File: src/rtl/axi4_lite_pkg.sv
// rtl/axi4_lite_pkg.sv - shared AXI4-Lite response encoding and word-index helper
package axi4_lite_pkg;

    typedef enum logic [1:0] {
        OKAY   = 2'b00,
        EXOKAY = 2'b01,
        SLVERR = 2'b10,
        DECERR = 2'b11
    } axi4_lite_resp_t;

    // Number of byte-offset address bits dropped to form a register index.
    function automatic int word_shift(input int data_bit_width);
        return $clog2(data_bit_width / 8);
    endfunction

endpackage

File: src/rtl/aix4_lite_if.sv
// rtl/aix4_lite_if.sv - AXI4-Lite bundle with master and slave views
interface aix4_lite_if #(
    parameter int ADDR_BIT_WIDTH = 4,
    parameter int DATA_BIT_WIDTH = 32
);
    logic [ADDR_BIT_WIDTH-1:0]   awaddr;
    logic [2:0]                  awprot;
    logic                        awvalid;
    logic                        awready;
    logic [DATA_BIT_WIDTH-1:0]   wdata;
    logic [DATA_BIT_WIDTH/8-1:0] wstrb;
    logic                        wvalid;
    logic                        wready;
    logic [1:0]                  bresp;
    logic                        bvalid;
    logic                        bready;
    logic [ADDR_BIT_WIDTH-1:0]   araddr;
    logic [2:0]                  arprot;
    logic                        arvalid;
    logic                        arready;
    logic [DATA_BIT_WIDTH-1:0]   rdata;
    logic [1:0]                  rresp;
    logic                        rvalid;
    logic                        rready;

    modport slv_port (
        input  awaddr, awprot, awvalid, wdata, wstrb, wvalid, bready,
        input  araddr, arprot, arvalid, rready,
        output awready, wready, bresp, bvalid, arready, rdata, rresp, rvalid
    );

    modport mst_port (
        output awaddr, awprot, awvalid, wdata, wstrb, wvalid, bready,
        output araddr, arprot, arvalid, rready,
        input  awready, wready, bresp, bvalid, arready, rdata, rresp, rvalid
    );
endinterface

File: src/rtl/axi4_lite_slv_wr_ctrl.sv
// rtl/axi4_lite_slv_wr_ctrl.sv - AW/W join with held flags, commit strobe and B channel
module axi4_lite_slv_wr_ctrl
    import axi4_lite_pkg::*;
#(
    parameter int DATA_BIT_WIDTH = 32,
    parameter int IDX_W          = 2,
    parameter bit SLVERR_EN      = 1'b0
) (
    input  logic                        clk_i,
    input  logic                        rst_ni,
    input  logic [IDX_W-1:0]            awidx_i,
    input  logic                        awvalid_i,
    output logic                        awready_o,
    input  logic [DATA_BIT_WIDTH-1:0]   wdata_i,
    input  logic [DATA_BIT_WIDTH/8-1:0] wstrb_i,
    input  logic                        wvalid_i,
    output logic                        wready_o,
    output logic [1:0]                  bresp_o,
    output logic                        bvalid_o,
    input  logic                        bready_i,
    input  logic                        wr_mapped_i,
    output logic                        commit_o,
    output logic [IDX_W-1:0]            idx_o,
    output logic [DATA_BIT_WIDTH-1:0]   data_o,
    output logic [DATA_BIT_WIDTH/8-1:0] strb_o
);
    logic                        aw_held_q;
    logic                        w_held_q;
    logic                        bvalid_q;
    axi4_lite_resp_t             bresp_q;
    logic [IDX_W-1:0]            idx_q;
    logic [DATA_BIT_WIDTH-1:0]   data_q;
    logic [DATA_BIT_WIDTH/8-1:0] strb_q;

    // A pending response blocks both address and data acceptance.
    assign awready_o = !aw_held_q && !bvalid_q;
    assign wready_o  = !w_held_q && !bvalid_q;
    assign commit_o  = aw_held_q && w_held_q && !bvalid_q;

    assign bvalid_o = bvalid_q;
    assign bresp_o  = bresp_q;
    assign idx_o    = idx_q;
    assign data_o   = data_q;
    assign strb_o   = strb_q;

    always_ff @(posedge clk_i or negedge rst_ni) begin
        if (!rst_ni) begin
            aw_held_q <= 1'b0;
            w_held_q  <= 1'b0;
            bvalid_q  <= 1'b0;
            bresp_q   <= OKAY;
            idx_q     <= '0;
            data_q    <= '0;
            strb_q    <= '0;
        end else begin
            if (awvalid_i && awready_o) begin
                aw_held_q <= 1'b1;
                idx_q     <= awidx_i;
            end
            if (wvalid_i && wready_o) begin
                w_held_q <= 1'b1;
                data_q   <= wdata_i;
                strb_q   <= wstrb_i;
            end
            if (commit_o) begin
                aw_held_q <= 1'b0;
                w_held_q  <= 1'b0;
                bvalid_q  <= 1'b1;
                bresp_q   <= (wr_mapped_i || !SLVERR_EN) ? OKAY : SLVERR;
            end else if (bvalid_q && bready_i) begin
                bvalid_q <= 1'b0;
            end
        end
    end
endmodule

File: src/rtl/axi4_lite_slv_reg_file.sv
// rtl/axi4_lite_slv_reg_file.sv - AXI4-Lite register bank; AXI4_LITE_SLV_REG_FILE_SLVERR_EN flags unmapped access
module axi4_lite_slv_reg_file
    import axi4_lite_pkg::*;
#(
    parameter int ADDR_BIT_WIDTH = 4,
    parameter int DATA_BIT_WIDTH = 32,
    parameter int N_REGS         = 4
) (
    input  logic                                  i_clk,
    input  logic                                  i_rst_n,
    aix4_lite_if.slv_port                         if_s_axi,
    output logic [N_REGS-1:0][DATA_BIT_WIDTH-1:0] o_regs,
    output logic [N_REGS-1:0]                     o_wr_pulse
);
    localparam int SHIFT  = word_shift(DATA_BIT_WIDTH);
    localparam int IDX_W  = ADDR_BIT_WIDTH - SHIFT;
    localparam int STRB_W = DATA_BIT_WIDTH / 8;
`ifdef AXI4_LITE_SLV_REG_FILE_SLVERR_EN
    localparam bit SLVERR_EN = 1'b1;
`else
    localparam bit SLVERR_EN = 1'b0;
`endif

    logic [N_REGS-1:0][DATA_BIT_WIDTH-1:0] regs_q;
    logic [N_REGS-1:0]                     wr_pulse_q;
    logic                                  wr_commit;
    logic                                  wr_mapped;
    logic [IDX_W-1:0]                      wr_idx;
    logic [DATA_BIT_WIDTH-1:0]             wr_data;
    logic [STRB_W-1:0]                     wr_strb;
    logic [IDX_W-1:0]                      rd_idx;
    logic                                  rd_mapped;
    logic                                  rd_hs;
    logic [DATA_BIT_WIDTH-1:0]             rd_word;
    logic                                  rvalid_q;
    logic [DATA_BIT_WIDTH-1:0]             rdata_q;
    axi4_lite_resp_t                       rresp_q;

    axi4_lite_slv_wr_ctrl #(
        .DATA_BIT_WIDTH (DATA_BIT_WIDTH),
        .IDX_W          (IDX_W),
        .SLVERR_EN      (SLVERR_EN)
    ) u_wr_ctrl (
        .clk_i       (i_clk),
        .rst_ni      (i_rst_n),
        .awidx_i     (if_s_axi.awaddr[ADDR_BIT_WIDTH-1:SHIFT]),
        .awvalid_i   (if_s_axi.awvalid),
        .awready_o   (if_s_axi.awready),
        .wdata_i     (if_s_axi.wdata),
        .wstrb_i     (if_s_axi.wstrb),
        .wvalid_i    (if_s_axi.wvalid),
        .wready_o    (if_s_axi.wready),
        .bresp_o     (if_s_axi.bresp),
        .bvalid_o    (if_s_axi.bvalid),
        .bready_i    (if_s_axi.bready),
        .wr_mapped_i (wr_mapped),
        .commit_o    (wr_commit),
        .idx_o       (wr_idx),
        .data_o      (wr_data),
        .strb_o      (wr_strb)
    );

    assign wr_mapped = 32'(wr_idx) < N_REGS;
    assign rd_idx    = if_s_axi.araddr[ADDR_BIT_WIDTH-1:SHIFT];
    assign rd_mapped = 32'(rd_idx) < N_REGS;
    assign rd_hs     = if_s_axi.arvalid && !rvalid_q;

    // Unmapped indices match no entry, so reads of them return zero.
    always_comb begin
        rd_word = '0;
        for (int i = 0; i < N_REGS; i++) begin
            if (rd_idx == IDX_W'(i)) rd_word = regs_q[i];
        end
    end

    always_ff @(posedge i_clk or negedge i_rst_n) begin
        if (!i_rst_n) begin
            regs_q     <= '0;
            wr_pulse_q <= '0;
            rvalid_q   <= 1'b0;
            rdata_q    <= '0;
            rresp_q    <= OKAY;
        end else begin
            for (int i = 0; i < N_REGS; i++) begin
                wr_pulse_q[i] <= wr_commit && (wr_idx == IDX_W'(i));
                for (int b = 0; b < STRB_W; b++) begin
                    if (wr_commit && (wr_idx == IDX_W'(i)) && wr_strb[b])
                        regs_q[i][b*8 +: 8] <= wr_data[b*8 +: 8];
                end
            end
            if (rd_hs) begin
                rvalid_q <= 1'b1;
                rdata_q  <= rd_word;
                rresp_q  <= (rd_mapped || !SLVERR_EN) ? OKAY : SLVERR;
            end else if (rvalid_q && if_s_axi.rready) begin
                rvalid_q <= 1'b0;
            end
        end
    end

    assign if_s_axi.arready = !rvalid_q;
    assign if_s_axi.rvalid  = rvalid_q;
    assign if_s_axi.rdata   = rdata_q;
    assign if_s_axi.rresp   = rresp_q;
    assign o_regs           = regs_q;
    assign o_wr_pulse       = wr_pulse_q;
endmodule
File: src/flat_wrapper.sv
// flat-port wrapper written by rule: the top's interface ports become plain ports
module axi4_lite_slv_reg_file_flat import axi4_lite_pkg::*;
#(
    parameter int ADDR_BIT_WIDTH = 4,
    parameter int DATA_BIT_WIDTH = 32,
    parameter int N_REGS         = 4
)
  (i_clk, i_rst_n, o_regs, o_wr_pulse, if_s_axi_awaddr, if_s_axi_awprot, if_s_axi_awvalid, if_s_axi_wdata, if_s_axi_wstrb, if_s_axi_wvalid, if_s_axi_bready, if_s_axi_araddr, if_s_axi_arprot, if_s_axi_arvalid, if_s_axi_rready, if_s_axi_awready, if_s_axi_wready, if_s_axi_bresp, if_s_axi_bvalid, if_s_axi_arready, if_s_axi_rdata, if_s_axi_rresp, if_s_axi_rvalid);
  aix4_lite_if #(.ADDR_BIT_WIDTH(ADDR_BIT_WIDTH), .DATA_BIT_WIDTH(DATA_BIT_WIDTH)) if_s_axi_i ();
  input  logic i_clk;
  input  logic i_rst_n;
  output logic [N_REGS-1:0][DATA_BIT_WIDTH-1:0] o_regs;
  output logic [N_REGS-1:0] o_wr_pulse;
  input wire logic [$bits(if_s_axi_i.awaddr)-1:0] if_s_axi_awaddr;
  input wire logic [$bits(if_s_axi_i.awprot)-1:0] if_s_axi_awprot;
  input wire logic [$bits(if_s_axi_i.awvalid)-1:0] if_s_axi_awvalid;
  input wire logic [$bits(if_s_axi_i.wdata)-1:0] if_s_axi_wdata;
  input wire logic [$bits(if_s_axi_i.wstrb)-1:0] if_s_axi_wstrb;
  input wire logic [$bits(if_s_axi_i.wvalid)-1:0] if_s_axi_wvalid;
  input wire logic [$bits(if_s_axi_i.bready)-1:0] if_s_axi_bready;
  input wire logic [$bits(if_s_axi_i.araddr)-1:0] if_s_axi_araddr;
  input wire logic [$bits(if_s_axi_i.arprot)-1:0] if_s_axi_arprot;
  input wire logic [$bits(if_s_axi_i.arvalid)-1:0] if_s_axi_arvalid;
  input wire logic [$bits(if_s_axi_i.rready)-1:0] if_s_axi_rready;
  output wire logic [$bits(if_s_axi_i.awready)-1:0] if_s_axi_awready;
  output wire logic [$bits(if_s_axi_i.wready)-1:0] if_s_axi_wready;
  output wire logic [$bits(if_s_axi_i.bresp)-1:0] if_s_axi_bresp;
  output wire logic [$bits(if_s_axi_i.bvalid)-1:0] if_s_axi_bvalid;
  output wire logic [$bits(if_s_axi_i.arready)-1:0] if_s_axi_arready;
  output wire logic [$bits(if_s_axi_i.rdata)-1:0] if_s_axi_rdata;
  output wire logic [$bits(if_s_axi_i.rresp)-1:0] if_s_axi_rresp;
  output wire logic [$bits(if_s_axi_i.rvalid)-1:0] if_s_axi_rvalid;
  assign if_s_axi_i.awaddr = if_s_axi_awaddr;
  assign if_s_axi_i.awprot = if_s_axi_awprot;
  assign if_s_axi_i.awvalid = if_s_axi_awvalid;
  assign if_s_axi_i.wdata = if_s_axi_wdata;
  assign if_s_axi_i.wstrb = if_s_axi_wstrb;
  assign if_s_axi_i.wvalid = if_s_axi_wvalid;
  assign if_s_axi_i.bready = if_s_axi_bready;
  assign if_s_axi_i.araddr = if_s_axi_araddr;
  assign if_s_axi_i.arprot = if_s_axi_arprot;
  assign if_s_axi_i.arvalid = if_s_axi_arvalid;
  assign if_s_axi_i.rready = if_s_axi_rready;
  assign if_s_axi_awready = if_s_axi_i.awready;
  assign if_s_axi_wready = if_s_axi_i.wready;
  assign if_s_axi_bresp = if_s_axi_i.bresp;
  assign if_s_axi_bvalid = if_s_axi_i.bvalid;
  assign if_s_axi_arready = if_s_axi_i.arready;
  assign if_s_axi_rdata = if_s_axi_i.rdata;
  assign if_s_axi_rresp = if_s_axi_i.rresp;
  assign if_s_axi_rvalid = if_s_axi_i.rvalid;
  axi4_lite_slv_reg_file #(.ADDR_BIT_WIDTH(ADDR_BIT_WIDTH), .DATA_BIT_WIDTH(DATA_BIT_WIDTH), .N_REGS(N_REGS)) u_core (.i_clk(i_clk), .i_rst_n(i_rst_n), .if_s_axi(if_s_axi_i), .o_regs(o_regs), .o_wr_pulse(o_wr_pulse));
endmodule
File: config.mk
export PLATFORM = sky130hd
export DESIGN_NAME = axi4_lite_slv_reg_file_flat
export DESIGN_NICKNAME = d
export VERILOG_FILES = /design/src/rtl/axi4_lite_pkg.sv /design/src/rtl/aix4_lite_if.sv /design/src/rtl/axi4_lite_slv_wr_ctrl.sv /design/src/rtl/axi4_lite_slv_reg_file.sv /design/src/flat_wrapper.sv
export SDC_FILE = /design/constraint.sdc
export NUM_CORES = 1
export LEC_CHECK = 0
export ABC_AREA = 1
export CORE_MARGIN = 2
export CORE_UTILIZATION = 40
export CTS_BUF_LIST = sky130_fd_sc_hd__clkbuf_16
export CTS_CLUSTER_SIZE = 16
export DETAILED_ROUTE_END_ITERATION = 8
export DONT_BUFFER_PORTS = 1
export GPL_TIMING_DRIVEN = 0
export PLACE_DENSITY = 0.52
export SYNTH_ARGS = -nofsm -noshare
export SYNTH_HDL_FRONTEND = slang
export SYNTH_SLANG_ARGS = --single-unit
File: constraint.sdc
create_clock -name i_clk -period 1.2 [get_ports i_clk]
set_input_delay 0.24 -clock i_clk [delete_from_list [all_inputs] [get_ports i_clk]]
set_output_delay 0.24 -clock i_clk [all_outputs]
set_load 0.005 [all_outputs]
==> impl_metrics.ini <==
[finish]
area_growth_pct = 34.1
final_cells = 1535
utilization_pct = 54.8
fin_nets = 1288
final_cell_mix = nand2_1 (363), dfrtp_1 (181), nand3_1 (131), nand2_2 (100), nand4_1 (96)
nFillCells = 2140
drive_above_1_share_pct = 25.5
layout_commonest_cell = nand2_1

[timing]
hold_viol = 206
timing.hold.ws_ns = -0.573
drv_slew = 0
rsz0062_at_grt = true
slew-limit-headroom_pct = 48.7
max_freq_mhz = 622
setup_slack_ns = -0.409
finalSetupViolCount = 178
min_period_ns = 1.61
period_share_pct = 134
tightestPinTransition_ns = 0.770
fin_skew_ns = 0.0135

[clocking]
h-tree-depth = 1
clock_path_buffers = 3
cts_buffers = 24
clk_pin_slew_ns = 0.06
cts_tree = yes
cts_root_buf = clkbuf_16
cts_sinks = 206
hold_buffers = 41
clock_latency_ns = 0.52

[setup_path]
crit_arrival_ns = 2.02
setup.worst_path.class = flip-flop to flip-flop
reg2reg_slack_ns = -0.41
crit_path_start = u_core.u_wr_ctrl.w_held_q
start_kind = flip-flop
path_max_fanout = 8
reg2reg_from = u_core.u_wr_ctrl.w_held_q
r2r_end = u_core.o_regs[99]
reg2reg_depth = 8
critPathCaptureType = flip-flop
cp.required_ns = 1.61

[pwr]
comb_power_share_pct = 37.4
ir_drop_uv = 1510
pwr-share-seq_pct = 40.0
power_frac_clock_pct = 22.6
p_int_w = 0.0182
p_per_area_nw_per_um2 = 2460
leakage_nw = 6.16
p_sw_share_pct = 40.7
p_switching_w = 0.0125
power.total_w = 0.0307

[drt]
wl_per_cell_microns = 23.6
ant_nets = 0
drtIter0Drc = 801
detailroute.via_count = 8652
drtPass1Iterations = 5
wirelength_microns = 36300
via_per_inst = 5.64
drc = 0

[floorplan]
core.rowCount = 55
dieWidth_microns = 156
ios = 230
core_sq_um = 22700
die_area_sq_um = 24400
start_util_pct = 40.9
die_height_microns = 156

[synthesis]
synth_area_sq_um = 9280
synth_top_cell_by_area = dfrtp_1
ys_warn_count = 0
synth_area_leaders = dfrtp_1 (56%), nand2_1 (19%), nand3_1 (7.3%)
synth_cell_types = 19
synth_top_area_share_pct = 55.5
ys_seq_area_share_pct = 55.5
ys_ff_latch = 206
syn_inst = 1121
avgSynthCellArea_sq_um = 8.28

[run_status]
violations = hold timing, setup timing
outcome = finished, violations left

[grt]
use_met1_pct = 40.2
grt.total_usage_pct = 29.1
use_met3_pct = 8.11
grt_pass1_vias = 8258
busiest_layer = met2
overflow = 0
grt_max_degree = 207
grt_first_pass_wirelength_microns = 53200
use_met2_pct = 45.1
antenna_found_initial = 1

[run]
maxCapViolCount = 0

[place]
hpwl_microns = 22800
place_congestion = 0.819
port_buffers = 0
place_inst = 1409
dp_worst_setup_slack_ns = -0.534

[worst_hold_path]
hold_path.class = primary input to async pin
stage by stage:
| stage | setup TNS (ns) | instance area (sq um) |
|---|---|---|
| 6_report | -50.66 | 12500 |
| 5_1_grt | -58.47 | 12500 |
| 4_1_cts | -39.65 | 12000 |
| 3_5_place_dp | -66.52 | 9650 |
| 3_3_place_gp | -64.98 | 9650 |
| 2_1_floorplan | 0 | 9300 |
cell type report:
cell class	instances	area [sq um]	area share, %
Multi-Input combinational cell	827	4280	34.3
Timing Repair Buffer	81	1120	9.01
Clock inverter	19	109	0.874
Sequential cell	206	5190	41.7
Clock buffer	25	626	5.02
Antenna cell	1	2.50	0.0201
Buffer	83	739	5.94
Inverter	8	32.5	0.261
Tap cell	285	357	2.86
worst max-delay path, stage by stage, from the launching register on:
cell and delay, ns:
dfrtp_1 0.44, nand2_2 0.09, nor2_4 0.21, buf_6 0.14
buf_6 0.12, buf_16 0.14, nand3_4 0.18, nand2_2 0.13
nand2_2 0.05
cells by family after synthesis:
kind of cell           after synthesis  share of synthesized area (%)
buffers and inverters               91                           4.85
DFF                                206                           55.5
AOI/OAI and AO/OA                   37                           2.00
and+or+nand+nor                    786                           37.6
other                                1                         0.0404
repair_timing:
item | CTS | global route
gates cloned | 13 | 4
hold endpoints to repair | 247 | 206
buffers inserted | 27 | 3
pin swaps | 43 | 90
gates resized for setup | 137 | 195
endpoints found under the setup margin | 226 | 265
sequential cells by signal, indices dropped and copies added, names as in the netlist:
signal / cells
u_core.u_wr_ctrl.aw_held_q: 1
u_core.u_wr_ctrl.bvalid_o: 1
u_core.u_wr_ctrl.strb_o: 4
u_core.o_regs: 128
u_core.u_wr_ctrl.data_o: 32
u_core.if_s_axi.rvalid: 1
u_core.if_s_axi.rdata: 32
u_core.u_wr_ctrl.idx_o: 2
u_core.o_wr_pulse: 4
u_core.u_wr_ctrl.w_held_q: 1
routing by layer:
metal	vias up	wire, microns	part of all wire [%]
met5	-	0	0
met4	0	816	2.2
met3	55	3570	9.8
met2	392	16600	46
met1	4256	15300	42
li1	3949	-	-
synth_stat cells (all sizes together):
library cell and instances:
nand2 464, dfrtp 206, nand3 149, nand4 96, nor2 74, buf 57, o21ai 35, clkbuf 26
inv 8, nor3 3, a21oi 2, conb 1
power by group through the flow:
stage,clock network (W),logic [W],registers [W]
after global placement,0,0.00698,0.0121
after floorplan,0,0.00501,0.0111
after detailed placement,0,0.00708,0.0121
final,0.00693,0.0115,0.0123
after global routing,0.00734,0.0123,0.0126
after CTS,0.00702,0.0113,0.0121
worst max path at each step:
stage | endpoint | slack, ns | depth (start not counted)
2_1_floorplan | u_core.o_regs[112] | 0.003 | 6
3_3_place_gp | u_core.o_regs[111] | -0.53 | 6
3_5_place_dp | u_core.o_regs[111] | -0.53 | 6
4_1_cts | if_s_axi_wready | -0.38 | 3
5_1_grt | u_core.o_regs[99] | -0.44 | 8
6_report | u_core.o_regs[99] | -0.41 | 8
Note: power is estimated with default switching activity, not from simulation.
